===== config.mk =====
export PLATFORM = sky130hd
export DESIGN_NAME = demux_sel_sequencer_flat
export DESIGN_NICKNAME = d
export VERILOG_FILES = /design/src/rtl/demux_sel_sequencer_if.sv /design/src/rtl/demux_sel_sequencer.sv /design/src/flat_wrapper.sv
export SDC_FILE = /design/constraint.sdc
export NUM_CORES = 1
export LEC_CHECK = 0
export BUFFER_PORTS_ARGS = -buffer_cell sky130_fd_sc_hd__buf_2
export CORE_MARGIN = 3
export CORE_UTILIZATION = 55
export CTS_CLUSTER_SIZE = 16
export DETAILED_ROUTE_END_ITERATION = 7
export PLACE_DENSITY = 0.87
export RECOVER_POWER = 25
export SLEW_MARGIN = 20
export SYNTH_ARGS = -nofsm -noshare
export SYNTH_HDL_FRONTEND = slang
export SYNTH_SLANG_ARGS = --single-unit

===== constraint.sdc =====
create_clock -name clk_i -period 4.1 [get_ports clk_i]
set_input_delay 0.82 -clock clk_i [delete_from_list [all_inputs] [get_ports clk_i]]
set_output_delay 0.82 -clock clk_i [all_outputs]
set_load 0.01 [all_outputs]

===== src/rtl/demux_sel_sequencer_if.sv =====
// rtl/demux_sel_sequencer_if.sv - control/status bundle for the demux select sequencer
interface demux_sel_sequencer_if #(
  parameter int DIV_WIDTH = 16
);
  logic                 en;
  logic [1:0]           mode;
  logic [3:0]           ch_mask;
  logic [DIV_WIDTH-1:0] dwell;
  logic                 start;
  logic [1:0]           sel;
  logic                 tick;
  logic                 active;
  logic                 busy;
  logic                 done;

  modport master (
    output en, mode, ch_mask, dwell, start,
    input  sel, tick, active, busy, done
  );

  modport slave (
    input  en, mode, ch_mask, dwell, start,
    output sel, tick, active, busy, done
  );
endinterface


===== src/rtl/demux_sel_sequencer.sv =====
// rtl/demux_sel_sequencer.sv - channel select sequencer for the 1:4 clock demux
module demux_sel_sequencer #(
  parameter int DIV_WIDTH = 16
) (
  input  logic                        clk_i,
  input  logic                        rst_i,
  demux_sel_sequencer_if.slave        bus_if
);

  typedef enum logic [1:0] {
    S_IDLE  = 2'd0,
    S_SCAN  = 2'd1,
    S_SWEEP = 2'd2,
    S_DONE  = 2'd3
  } state_t;

  localparam logic [1:0] MODE_SCAN  = 2'b00;
  localparam logic [1:0] MODE_SWEEP = 2'b10;

  state_t               state_q, state_d;
  logic [1:0]           sel_q, sel_d;
  logic [DIV_WIDTH-1:0] cnt_q, cnt_d;
  logic                 tick_q, tick_d;

  logic [DIV_WIDTH-1:0] dwell_m1;
  logic                 dwell_last;
  logic                 mask_any;
  logic [1:0]           first_ch;
  logic [1:0]           wrap_ch;
  logic [2:0]           up_ch;

  function automatic logic [1:0] first_set(input logic [3:0] m);
    first_set = 2'd0;
    for (int i = 3; i >= 0; i--) begin
      if (m[i]) first_set = 2'(i);
    end
  endfunction

  // Smallest forward offset wins; offset 4 lands back on s for a lone channel.
  function automatic logic [1:0] next_wrap(input logic [1:0] s, input logic [3:0] m);
    next_wrap = s;
    for (int k = 4; k >= 1; k--) begin
      if (m[s + 2'(k)]) next_wrap = s + 2'(k);
    end
  endfunction

  // {found, index} of the lowest enabled channel strictly above s.
  function automatic logic [2:0] next_up(input logic [1:0] s, input logic [3:0] m);
    next_up = {1'b0, s};
    for (int i = 3; i >= 0; i--) begin
      if (m[i] && (i > int'(s))) next_up = {1'b1, 2'(i)};
    end
  endfunction

  assign dwell_m1   = (bus_if.dwell == '0) ? '0 : bus_if.dwell - DIV_WIDTH'(1);
  assign dwell_last = (cnt_q >= dwell_m1);
  assign mask_any   = (bus_if.ch_mask != 4'b0000);
  assign first_ch   = first_set(bus_if.ch_mask);
  assign wrap_ch    = next_wrap(sel_q, bus_if.ch_mask);
  assign up_ch      = next_up(sel_q, bus_if.ch_mask);

  always_ff @(posedge clk_i) begin
    if (rst_i) begin
      state_q <= S_IDLE;
      sel_q   <= 2'd0;
      cnt_q   <= '0;
      tick_q  <= 1'b0;
    end else begin
      state_q <= state_d;
      sel_q   <= sel_d;
      cnt_q   <= cnt_d;
      tick_q  <= tick_d;
    end
  end

  always_comb begin
    state_d = state_q;
    sel_d   = sel_q;
    cnt_d   = cnt_q;
    tick_d  = 1'b0;

    case (state_q)
      S_IDLE: begin
        cnt_d = '0;
        if (bus_if.en && mask_any) begin
          if (bus_if.mode == MODE_SCAN) begin
            state_d = S_SCAN;
            sel_d   = first_ch;
            tick_d  = 1'b1;
          end else if ((bus_if.mode == MODE_SWEEP) && bus_if.start) begin
            state_d = S_SWEEP;
            sel_d   = first_ch;
            tick_d  = 1'b1;
          end
        end
      end

      S_SCAN: begin
        if (!bus_if.en || (bus_if.mode == MODE_SWEEP) || !mask_any) begin
          state_d = S_IDLE;
          cnt_d   = '0;
        end else if (bus_if.mode == MODE_SCAN) begin
          if (dwell_last) begin
            cnt_d  = '0;
            sel_d  = wrap_ch;
            tick_d = 1'b1;
          end else begin
            cnt_d = cnt_q + DIV_WIDTH'(1);
          end
        end
      end

      S_SWEEP: begin
        if (!bus_if.en) begin
          state_d = S_IDLE;
          cnt_d   = '0;
        end else if (dwell_last) begin
          cnt_d = '0;
          if (up_ch[2]) begin
            sel_d  = up_ch[1:0];
            tick_d = 1'b1;
          end else begin
            state_d = S_DONE;
          end
        end else begin
          cnt_d = cnt_q + DIV_WIDTH'(1);
        end
      end

      S_DONE: begin
        state_d = S_IDLE;
        cnt_d   = '0;
      end

      default: begin
        state_d = S_IDLE;
        cnt_d   = '0;
      end
    endcase
  end

  assign bus_if.sel    = sel_q;
  assign bus_if.tick   = tick_q;
  assign bus_if.active = (state_q == S_SCAN) || (state_q == S_SWEEP);
  assign bus_if.busy   = (state_q == S_SWEEP);
  assign bus_if.done   = (state_q == S_DONE);

endmodule


===== src/flat_wrapper.sv =====
// flat-port wrapper written by rule: the top's interface ports become plain ports
module demux_sel_sequencer_flat 
#(
  parameter int DIV_WIDTH = 16
)
  (clk_i, rst_i, bus_if_en, bus_if_mode, bus_if_ch_mask, bus_if_dwell, bus_if_start, bus_if_sel, bus_if_tick, bus_if_active, bus_if_busy, bus_if_done);
  demux_sel_sequencer_if #(.DIV_WIDTH(DIV_WIDTH)) bus_if_i ();
  input  logic clk_i;
  input  logic rst_i;
  input wire logic [$bits(bus_if_i.en)-1:0] bus_if_en;
  input wire logic [$bits(bus_if_i.mode)-1:0] bus_if_mode;
  input wire logic [$bits(bus_if_i.ch_mask)-1:0] bus_if_ch_mask;
  input wire logic [$bits(bus_if_i.dwell)-1:0] bus_if_dwell;
  input wire logic [$bits(bus_if_i.start)-1:0] bus_if_start;
  output wire logic [$bits(bus_if_i.sel)-1:0] bus_if_sel;
  output wire logic [$bits(bus_if_i.tick)-1:0] bus_if_tick;
  output wire logic [$bits(bus_if_i.active)-1:0] bus_if_active;
  output wire logic [$bits(bus_if_i.busy)-1:0] bus_if_busy;
  output wire logic [$bits(bus_if_i.done)-1:0] bus_if_done;
  assign bus_if_i.en = bus_if_en;
  assign bus_if_i.mode = bus_if_mode;
  assign bus_if_i.ch_mask = bus_if_ch_mask;
  assign bus_if_i.dwell = bus_if_dwell;
  assign bus_if_i.start = bus_if_start;
  assign bus_if_sel = bus_if_i.sel;
  assign bus_if_tick = bus_if_i.tick;
  assign bus_if_active = bus_if_i.active;
  assign bus_if_busy = bus_if_i.busy;
  assign bus_if_done = bus_if_i.done;
  demux_sel_sequencer #(.DIV_WIDTH(DIV_WIDTH)) u_core (.clk_i(clk_i), .rst_i(rst_i), .bus_if(bus_if_i));
endmodule

==> flow_metrics.py, run 1 <==
metrics = {
    "outcome": {
        "status": "finished, final reports clean",
    },
    "detailed_routing": {
        "firstDrtPassIters": 5,
        "remaining_drc_errors": 0,
        "routedWlPerCell_um": 12.96,
        "ant_nets": 0,
        "wl_mm": 4.509,
        "dr.first_iter.drc_count": 110,
        "via_per_inst": 5.736,
        "vias": 1996,
    },
    "power": {
        "ir_drop_v": 0.0001964,
        "powerDensity_nw_per_um2": 347.2,
        "leakagePower_nw": 0.9700,
        "finalPower_uw": 803.2,
    },
    "synthesis": {
        "synthTopCellsByCount": "33 x nor2_1, 32 x nand2_1, 26 x ha_1, 21 x dfxtp_1, 17 x xor2_1",
        "ys_top_cells_by_area": "dfxtp_1 20%, ha_1 16%, xor2_1 7.1%",
        "synth-edff-count": 0,
        "yosys.area.top_type": "dfxtp_1",
        "synth_sequential_area_ratio": 0.2008,
        "syn_area_sq_um": 2093,
        "ys_seq_elements": 21,
        "syn-num-nets": 326,
        "avgSynthCellArea_sq_um": 7.640,
        "synth_cells": 274,
        "synth_top_area_frac": 0.2008,
        "ys_types": 49,
        "yosysWarnings": 0,
        "async_flop_share": 0,
        "synth_ff_type": "dfxtp_1",
        "yosysMostFrequentCell": "nor2_1",
    },
    "final_layout": {
        "design_area_sq_um": 2313,
        "drive_above_1_share": 0.1225,
        "synthToLayoutAreaGrowth_pct": 10.52,
        "antenna_cells": 0,
        "nets": 355,
    },
    "timing": {
        "max_slew_margin": 0.5941,
        "setup_viol": 0,
        "hold_ws_ps": 510.2,
        "hold_violations": 0,
        "skew_ps": 4.472,
        "rsz0062_at_grt": "false",
        "finalSetupTns_ps": 0,
        "fmax_mhz": 278.9,
        "slew_viol_final": 0,
        "fin_crit_sh": 0.8746,
        "worst_pin_slew_ps": 601.0,
        "timing.final.ws_setup_ps": 514.0,
        "period_minus_slack_ps": 3586,
    },
    "clock_tree": {
        "cts-root-buf": "clkbuf_8",
        "cts-buffers-inserted": 3,
        "clock_sinks": 21,
        "path_clk_slew_ps": 70,
        "clockBufferDepth": 2,
        "clock_latency_ps": 260,
        "post_cts.repair.setup_buffers": 0,
        "cts_max_level": 1,
        "cts_tree": "yes",
        "cts_hold_buf": 0,
        "cts-resized-gates": 0,
    },
    "die": {
        "num_rows": 21,
        "core_sq_um": 3495,
        "ios": 32,
        "start_util": 0.5990,
        "die_area_sq_um": 4582,
        "die_w_um": 67.69,
        "die_height_um": 67.69,
    },
    "setup_path": {
        "crit_chain": "buf_2 -> nor3_1 -> nand2b_1 -> nor2_1 -> nand4_1 -> and2_1 -> ha_1 -> nor2b_1 -> o21ai_0 -> a21oi_1 -> o21ai_1 -> o22a_1 -> nor2_1",
        "start_kind": "input pin",
        "crit_arrival_ps": 3710,
        "endpoint_kind": "register",
        "crit_slowest_cell": "o22a_1",
        "crit_fanout": 16,
        "cp.required_ps": 4230,
        "worst-setup-path-type": "input pin to register",
        "cpMostUsedCell": "nor2_1",
        "crit_path_max_incr_delay_ps": 550,
    },
    "place": {
        "place_congestion": 0.8928,
        "portBuffers": 31,
        "placed_area_sq_um": 2276,
        "hpwlAfterDp_mm": 3.580,
        "post-place-ws_ps": 231.1,
    },
    "grt": {
        "grt_max_degree": 17,
        "grt.total_usage": 0.2130,
        "grt_pass1_wl_mm": 7.679,
        "grt_overflow": 0,
        "grt_pass1_vias": 1819,
        "grt_antenna_before_repair": 0,
    },
    "run": {
        "drv_cap": 0,
    },
    "worst_hold_path": {
        "min_path_type": "register to register",
    },
}
==> final timing paths <==
check,slack [ps],cells after the start,end,from
worst max register to register,1780,8,u_core.bus_if.sel[0]$_SDFFE_PP0P_,u_core.bus_if.sel[0]$_SDFFE_PP0P_
worst min register to register,510,2,u_core.state_q[0]$_SDFFE_PP0P_,u_core.state_q[0]$_SDFFE_PP0P_
worst min-delay path,510,2,u_core.state_q[0]$_SDFFE_PP0P_,u_core.state_q[0]$_SDFFE_PP0P_
worst max-delay path,510,13,u_core.cnt_q[1]$_SDFFE_PP0P_,bus_if_dwell[11]
==> worst max-delay path, delay by kind of cell <==
kind	cells	cell delay [ps]
AO/OA/AOI/OAI	4	1180
adder cells (fa/ha/maj)	1	270
buffers and inverters	1	120
AND/OR/NAND/NOR	7	1310
==> area by class of cell <==
type | count | area, sq um
Timing Repair Buffer | 33 | 162.7
Tap cell | 46 | 57.56
Multi-Input combinational cell | 234 | 1590
Inverter | 10 | 37.54
Fill cell | 320 | 1181
Clock buffer | 4 | 45.04
Sequential cell | 21 | 420.4
==> power by group <==
| group | switching (mW) | leakage (nW) | total (mW) | internal (mW) |
|---|---|---|---|---|
| logic | 0.231 | 0.777 | 0.407 | 0.176 |
| registers | 0.0362 | 0.170 | 0.262 | 0.225 |
| clock network | 0.0649 | 0.0228 | 0.134 | 0.0693 |
| total | 0.332 | 0.970 | 0.803 | 0.471 |
==> cells in the final DEF, fill, tap and decap left out, drive strengths merged, types with 2 or more instances in the layout <==
| master | synthesis | routed |
|---|---|---|
| buf | 2 | 27 |
| nor4 | 2 | 2 |
| and3 | 6 | 6 |
| and4 | 2 | 2 |
| or3 | 2 | 2 |
| ha | 26 | 26 |
| mux2i | 5 | 5 |
| xor2 | 17 | 17 |
| o41a | 2 | 2 |
| and2 | 2 | 2 |
| o21ai | 12 | 12 |
| a2111oi | 2 | 2 |
| clkbuf | 7 | 10 |
| nor3 | 10 | 10 |
| nand2b | 10 | 10 |
| nand3 | 12 | 12 |
| a32oi | 2 | 2 |
| inv | 10 | 10 |
| o211ai | 4 | 4 |
| nand4 | 6 | 6 |
| nor2 | 34 | 34 |
| a21oi | 10 | 10 |
| xnor2 | 11 | 11 |
| mux2 | 4 | 4 |
| nand2 | 32 | 32 |
| nor2b | 4 | 4 |
| dfxtp | 21 | 21 |
==> sequential cells by signal, indices dropped and copies added, names as in the netlist <==
signal and cells:
u_core.bus_if.sel 2, u_core.bus_if.tick 1, u_core.cnt_q 16, u_core.state_q 2
==> kinds of logic after synthesis <==
| group | after synthesis | synth area share |
|---|---|---|
| flip-flops | 21 | 0.2008 |
| AND/OR/NAND/NOR | 128 | 0.3031 |
| multiplexers | 9 | 0.04543 |
| AO/OA/AOI/OAI | 43 | 0.1387 |
| buffers and inverters | 19 | 0.03946 |
| adder cells (fa/ha/maj) | 26 | 0.1554 |
| XOR/XNOR | 28 | 0.1172 |
==> stage by stage <==
step	utilization	instances
finish	0.6620	348
global placement	0.6513	344
floorplan	-	274
CTS	0.6642	348
global route	0.6620	348
detailed placement	0.6513	344
==> per-layer routing <==
layer,GRT usage,part of all wire
met1,0.2786,0.45
met2,0.3536,0.49
met3,0.04659,0.052
met4,0.05063,0.0082
met5,0,0
Note: power is estimated with default switching activity, not from simulation.
==> run 2: changes to the inputs <==
CAP_MARGIN = 20   (was unset)
PLACE_DENSITY = 0.86   (was 0.87)
SLEW_MARGIN = 25   (was 20)
==> flow_metrics.py, run 2 (synthesis gave the netlist of run 1 again) <==
metrics = {
    "detailed_routing": {
        "wl_mm": 4.449,
        "firstDrtPassIters": 4,
        "via_per_inst": 5.707,
        "routedWlPerCell_um": 12.78,
        "ant_nets": 0,
        "vias": 1986,
        "remaining_drc_errors": 0,
        "dr.first_iter.drc_count": 132,
    },
    "die": {
        "start_util": 0.5990,
        "ios": 32,
        "die_w_um": 67.69,
        "die_area_sq_um": 4582,
        "num_rows": 21,
        "core_sq_um": 3495,
        "die_height_um": 67.69,
    },
    "clock_tree": {
        "path_clk_slew_ps": 70,
        "cts-buffers-inserted": 3,
        "cts_max_level": 1,
        "post_cts.repair.setup_buffers": 0,
        "clockBufferDepth": 2,
        "clock_latency_ps": 260,
        "cts-root-buf": "clkbuf_8",
        "cts-resized-gates": 0,
        "cts_hold_buf": 0,
        "cts_tree": "yes",
        "clock_sinks": 21,
    },
    "final_layout": {
        "drive_above_1_share": 0.1225,
        "multi_input_area_sq_um": 1590,
        "synthToLayoutAreaGrowth_pct": 10.52,
        "nFillCells": 323,
        "largest_reg_flops": 16,
        "final_cell_mix": "33 x nor2_1, 32 x nand2_1, 26 x ha_1",
        "regArea_sq_um": 420.4,
        "design_area_sq_um": 2313,
        "final_common_cell": "nor2_1",
        "antenna_cells": 0,
        "nets": 355,
        "top_register": "u_core.cnt_q",
        "fin_util": 0.6620,
    },
    "grt": {
        "grt_max_degree": 17,
        "grt_overflow": 0,
        "grt_pass1_vias": 1735,
        "grt.total_usage": 0.2110,
        "grt_antenna_before_repair": 0,
        "grt_pass1_wl_mm": 7.534,
    },
    "worst_hold_path": {
        "min_path_type": "register to register",
    },
    "setup_path": {
        "crit_arrival_ps": 3850,
        "start_kind": "input pin",
        "endpoint_kind": "register",
        "crit_fanout": 16,
        "cp.required_ps": 4230,
        "worst-setup-path-type": "input pin to register",
    },
    "timing": {
        "max_slew_margin": 0.5878,
        "rsz0062_at_grt": "false",
        "worst_pin_slew_ps": 610.3,
        "finalSetupTns_ps": 0,
        "hold_violations": 0,
        "setup_viol": 0,
        "skew_ps": 2.720,
        "fmax_mhz": 268.8,
        "period_minus_slack_ps": 3721,
        "fin_crit_sh": 0.9075,
        "slew_viol_final": 0,
    },
    "power": {
        "switching_share": 0.4113,
        "clkPwrFrac": 0.166,
        "powerDensity_nw_per_um2": 345.8,
        "ir_drop_v": 0.0003470,
        "leakagePower_nw": 0.9700,
        "comb_power_share": 0.506,
        "internal_power_uw": 471.0,
        "pwr-share-seq": 0.328,
        "power.switching_uw": 329.0,
    },
    "place": {
        "place_congestion": 0.8405,
        "hpwlAfterDp_mm": 3.477,
        "placed_area_sq_um": 2276,
        "portBuffers": 31,
    },
    "outcome": {
        "status": "finished, final reports clean",
    },
    "run": {
        "drv_cap": 0,
    },
}
-- run 2: final timing paths --
kind                                     startpoint                                end  slack [ps]  depth (start not counted)
setup reg to reg  u_core.bus_if.sel[0]$_SDFFE_PP0P_  u_core.bus_if.sel[0]$_SDFFE_PP0P_        1750                          8
setup / recovery                    bus_if_dwell[7]       u_core.cnt_q[5]$_SDFFE_PP0P_         380                         13
hold reg to reg      u_core.state_q[1]$_SDFFE_PP0P_     u_core.state_q[1]$_SDFFE_PP0P_         510                          2
hold / removal       u_core.state_q[1]$_SDFFE_PP0P_     u_core.state_q[1]$_SDFFE_PP0P_         510                          2
-- run 2: metal layers --
metal  global-route usage  routed length [um]  vias up
met4              0.06076                  50        0
met1               0.2818                2113      910
met3              0.03993                 190        7
li1                     -                   -     1033
met2               0.3426                2095       36
met5                    0                   0        -
-- run 2: final cells by class --
class | instances | share of cell area
multi-input cells | 234 | 0.6874
flip-flops and latches | 21 | 0.1817
repair buffers | 33 | 0.07031
well taps | 46 | 0.02488
clock buffers | 4 | 0.01947
inverters | 10 | 0.01622
-- run 2: critical path, cell delays in order --
cell and delay (ps):
buf_2 130, nor4_1 460, nand3_1 220, nor3_1 220, xor2_1 170, nand2_1 80
ha_1 320, nand4_1 160, nor2_1 140, nand3_1 80, o21ai_1 340, o22a_1 570
nor2_1 130
-- run 2: power by group through the flow --
stage | Clock [mW] | Combinational [mW] | Sequential, mW
after floorplan | 0 | 0.308 | 0.262
after global placement | 0 | 0.398 | 0.265
after detailed placement | 0 | 0.408 | 0.266
after CTS | 0.137 | 0.410 | 0.262
after global routing | 0.144 | 0.459 | 0.267
final | 0.133 | 0.405 | 0.262
-- run 2: metrics by stage --
| stage | power [mW] | hold slack, ps | setup slack (ps) | std cells |
|---|---|---|---|---|
| CTS | 0.8082 | 508.7 | 386.4 | 348 |
| finish | 0.7999 | 506.5 | 379.1 | 348 |
| global placement | 0.6625 | 495.1 | 272.5 | 344 |
| global route | 0.8702 | 561.3 | 77.57 | 348 |
| detailed placement | 0.6740 | 498.6 | 132.5 | 344 |
| floorplan | 0.5701 | 472.6 | 536.7 | 274 |
==> run 3: changes to the inputs <==
ABC_AREA = 1   (was unset)
CTS_BUF_LIST = sky130_fd_sc_hd__clkbuf_16   (was unset)
PLACE_DENSITY = 0.85   (was 0.86)
TNS_END_PERCENT = 100   (was unset)
==> flow_metrics.py, run 3 <==
metrics = {
    "die": {
        "die_w_um": 69.46,
        "core_sq_um": 3771,
        "start_util": 0.5873,
        "num_rows": 22,
        "die_area_sq_um": 4824,
        "ios": 32,
        "die_height_um": 69.46,
    },
    "setup_path": {
        "regToRegEndpoint": "u_core.cnt_q[15]$_SDFFE_PP0P_",
        "ff2ff_path_depth": 11,
        "cp_top_family": "simple AND/OR/NAND/NOR gates",
        "rr_startpoint": "u_core.state_q[1]$_SDFFE_PP0P_",
        "r2r_slack_ps": 2030,
        "endpoint_kind": "register",
        "crit_cells": 16,
        "cp_num_buf_inv": 2,
        "crit_path_max_incr_delay_ps": 490,
        "start_kind": "input pin",
        "startpoint": "bus_if_dwell[5]",
        "crit_chain": "buf_2 -> nor2_1 -> inv_1 -> nor2_1 -> nand4_1 -> and2_1 -> ha_1 -> nand4_1 -> nor2_1 -> nor2_1 -> nand2_1 -> nand2_1 -> nand2_1 -> o21ai_2 -> nand2_2 -> nor3_1",
        "cpMostUsedCell": "nor2_1",
        "crit_fanout": 16,
        "worst-setup-path-type": "input pin to register",
        "crit_arrival_ps": 3560,
        "crit_slowest_cell": "nand4_1",
        "cp.required_ps": 4270,
        "worstSetupEndpoint": "u_core.cnt_q[10]$_SDFFE_PP0P_",
    },
    "final_layout": {
        "drive_above_1_share": 0.09045,
        "nets": 451,
        "final_common_cell": "nand2_1",
        "multi_input_area_sq_um": 1575,
        "final_cell_mix": "98 x nand2_1, 60 x nor2_1, 51 x inv_1",
        "nFillCells": 354,
        "final-instance-count-excl-fill": 446,
        "synthToLayoutAreaGrowth_pct": 11.75,
        "antenna_cells": 0,
        "regArea_sq_um": 420.4,
        "largest_reg_flops": 16,
        "top_register": "u_core.cnt_q",
    },
    "timing": {
        "fmax_mhz": 295.1,
        "rsz0062_at_grt": "false",
        "setup_viol": 0,
        "fin_crit_sh": 0.8266,
        "slew_viol_final": 0,
        "worst_pin_slew_ps": 575.7,
        "max_slew_margin": 0.6151,
        "hold_violations": 0,
        "skew_ps": 1.998,
        "finalSetupTns_ps": 0,
        "period_minus_slack_ps": 3389,
    },
    "clock_tree": {
        "cts_max_level": 1,
        "clockBufferDepth": 2,
        "clock_sinks": 21,
        "path_clk_slew_ps": 60,
        "clock_latency_ps": 250,
        "cts-buffers-inserted": 3,
        "cts_hold_buf": 0,
        "cts-resized-gates": 0,
        "cts-root-buf": "clkbuf_16",
        "post_cts.repair.setup_buffers": 0,
        "cts_tree": "yes",
    },
    "synthesis": {
        "yosysMostFrequentCell": "nand2_1",
        "synthSimpleGateAreaFrac": 0.4198,
        "synth_sequential_area_ratio": 0.1898,
        "synth-xor-area-share": 0.07514,
        "ys_seq_elements": 21,
        "synth.mux.area_fraction": 0,
        "ys_top_cells_by_area": "dfxtp_1 19%, nand2_1 17%, ha_1 15%",
        "syn-num-nets": 419,
        "synth_top_area_frac": 0.1898,
        "avgSynthCellArea_sq_um": 6.034,
        "synth_cells": 367,
        "synth_top_family_by_area": "simple AND/OR/NAND/NOR gates",
        "syn_area_sq_um": 2215,
        "synth-compound-area-share": 0.06949,
        "yosys.area.top_type": "dfxtp_1",
        "synth_fa_ha_area_frac": 0.1469,
        "ys_types": 28,
        "synth-edff-count": 0,
        "async_flop_share": 0,
        "yosysWarnings": 0,
        "synth_ff_type": "dfxtp_1",
        "synthTopCellsByCount": "98 x nand2_1, 60 x nor2_1, 51 x inv_1, 26 x ha_1, 24 x nand3_1",
    },
    "detailed_routing": {
        "via_per_inst": 5.096,
        "routedWlPerCell_um": 10.94,
        "firstDrtPassIters": 6,
        "wl_mm": 4.878,
        "remaining_drc_errors": 0,
        "dr.first_iter.drc_count": 122,
        "vias": 2273,
        "ant_nets": 0,
    },
    "run": {
        "drv_cap": 0,
    },
    "grt": {
        "grt.total_usage": 0.2122,
        "grt_pass1_vias": 2131,
        "grt_overflow": 0,
        "grt_antenna_before_repair": 0,
        "grt_pass1_wl_mm": 8.866,
        "grt_max_degree": 17,
    },
    "place": {
        "place_congestion": 0.9755,
        "post-place-cells": 442,
        "portBuffers": 31,
        "hpwlAfterDp_mm": 4.035,
    },
    "outcome": {
        "status": "finished, final reports clean",
    },
    "power": {
        "powerDensity_nw_per_um2": 357.7,
        "ir_drop_v": 0.0002571,
        "leakagePower_nw": 1.269,
    },
    "worst_hold_path": {
        "min_path_type": "register to register",
        "whs_path_depth": 2,
    },
}
## run 3: stage by stage
| step | utilization | instance area, sq um | power (mW) | worst slack [ps] | hold WS [ps] |
|---|---|---|---|---|---|
| finish | 0.6563 | 2475 | 0.8852 | 711.0 | 543.7 |
| global route | 0.6563 | 2475 | 0.9726 | 284.3 | 563.4 |
| detailed placement | 0.6370 | 2402 | 0.6897 | 488.9 | 525.9 |
| CTS | 0.6583 | 2482 | 0.8949 | 718.1 | 536.3 |
| global placement | 0.6370 | 2402 | 0.6803 | 561.2 | 518.5 |
| floorplan | - | 2215 | 0.5884 | 978.9 | 492.2 |
## run 3: how the worst min path moves through the flow
stage | from | end
after floorplan | u_core.cnt_q[13]$_SDFFE_PP0P_ | u_core.cnt_q[13]$_SDFFE_PP0P_
after global placement | u_core.cnt_q[13]$_SDFFE_PP0P_ | u_core.cnt_q[13]$_SDFFE_PP0P_
after detailed placement | u_core.cnt_q[13]$_SDFFE_PP0P_ | u_core.cnt_q[13]$_SDFFE_PP0P_
after CTS | u_core.cnt_q[13]$_SDFFE_PP0P_ | u_core.cnt_q[13]$_SDFFE_PP0P_
after global routing | u_core.cnt_q[0]$_SDFFE_PP0P_ | u_core.cnt_q[0]$_SDFFE_PP0P_
final | u_core.cnt_q[8]$_SDFFE_PP0P_ | u_core.cnt_q[8]$_SDFFE_PP0P_
## run 3: metal layers
layer	track usage	part of all wire	vias to the layer above
met5	0	0	-
met4	0.03905	0.0055	0
met3	0.02899	0.038	4
met2	0.3898	0.50	31
met1	0.2627	0.46	997
li1	-	-	1241
## run 3: logic make-up (layout without fill, tap and decap cells)
logic type	Yosys count	in the layout
simple gates	219	219
buf+inv	55	86
compound gates	27	27
fa+ha+maj	26	26
flops	21	21
xor+xnor	19	19
## run 3: power breakdown
part           internal [mW]  total (mW)  switching, mW
sequential             0.225       0.256         0.0315
clock                  0.131       0.203         0.0720
combinational          0.154       0.426          0.272
## run 3: worst register-to-register path: stages, from the launching register on
cell	delay, ps
dfxtp_1	360
inv_1	90
ha_1	240
inv_1	160
nor2_1	90
nand2_1	390
nand2_1	160
nor2_1	120
nand3_1	110
nand2_1	90
nand3_1	80
nor2_1	110
## run 3: cell type report
type                            count  area share
Multi-Input combinational cell    291      0.6365
Sequential cell                    21      0.1699
Clock inverter                      1    0.002022
Clock buffer                        3     0.03033
Inverter                           51     0.07735
Tap cell                           48     0.02427
Timing Repair Buffer               31     0.05966
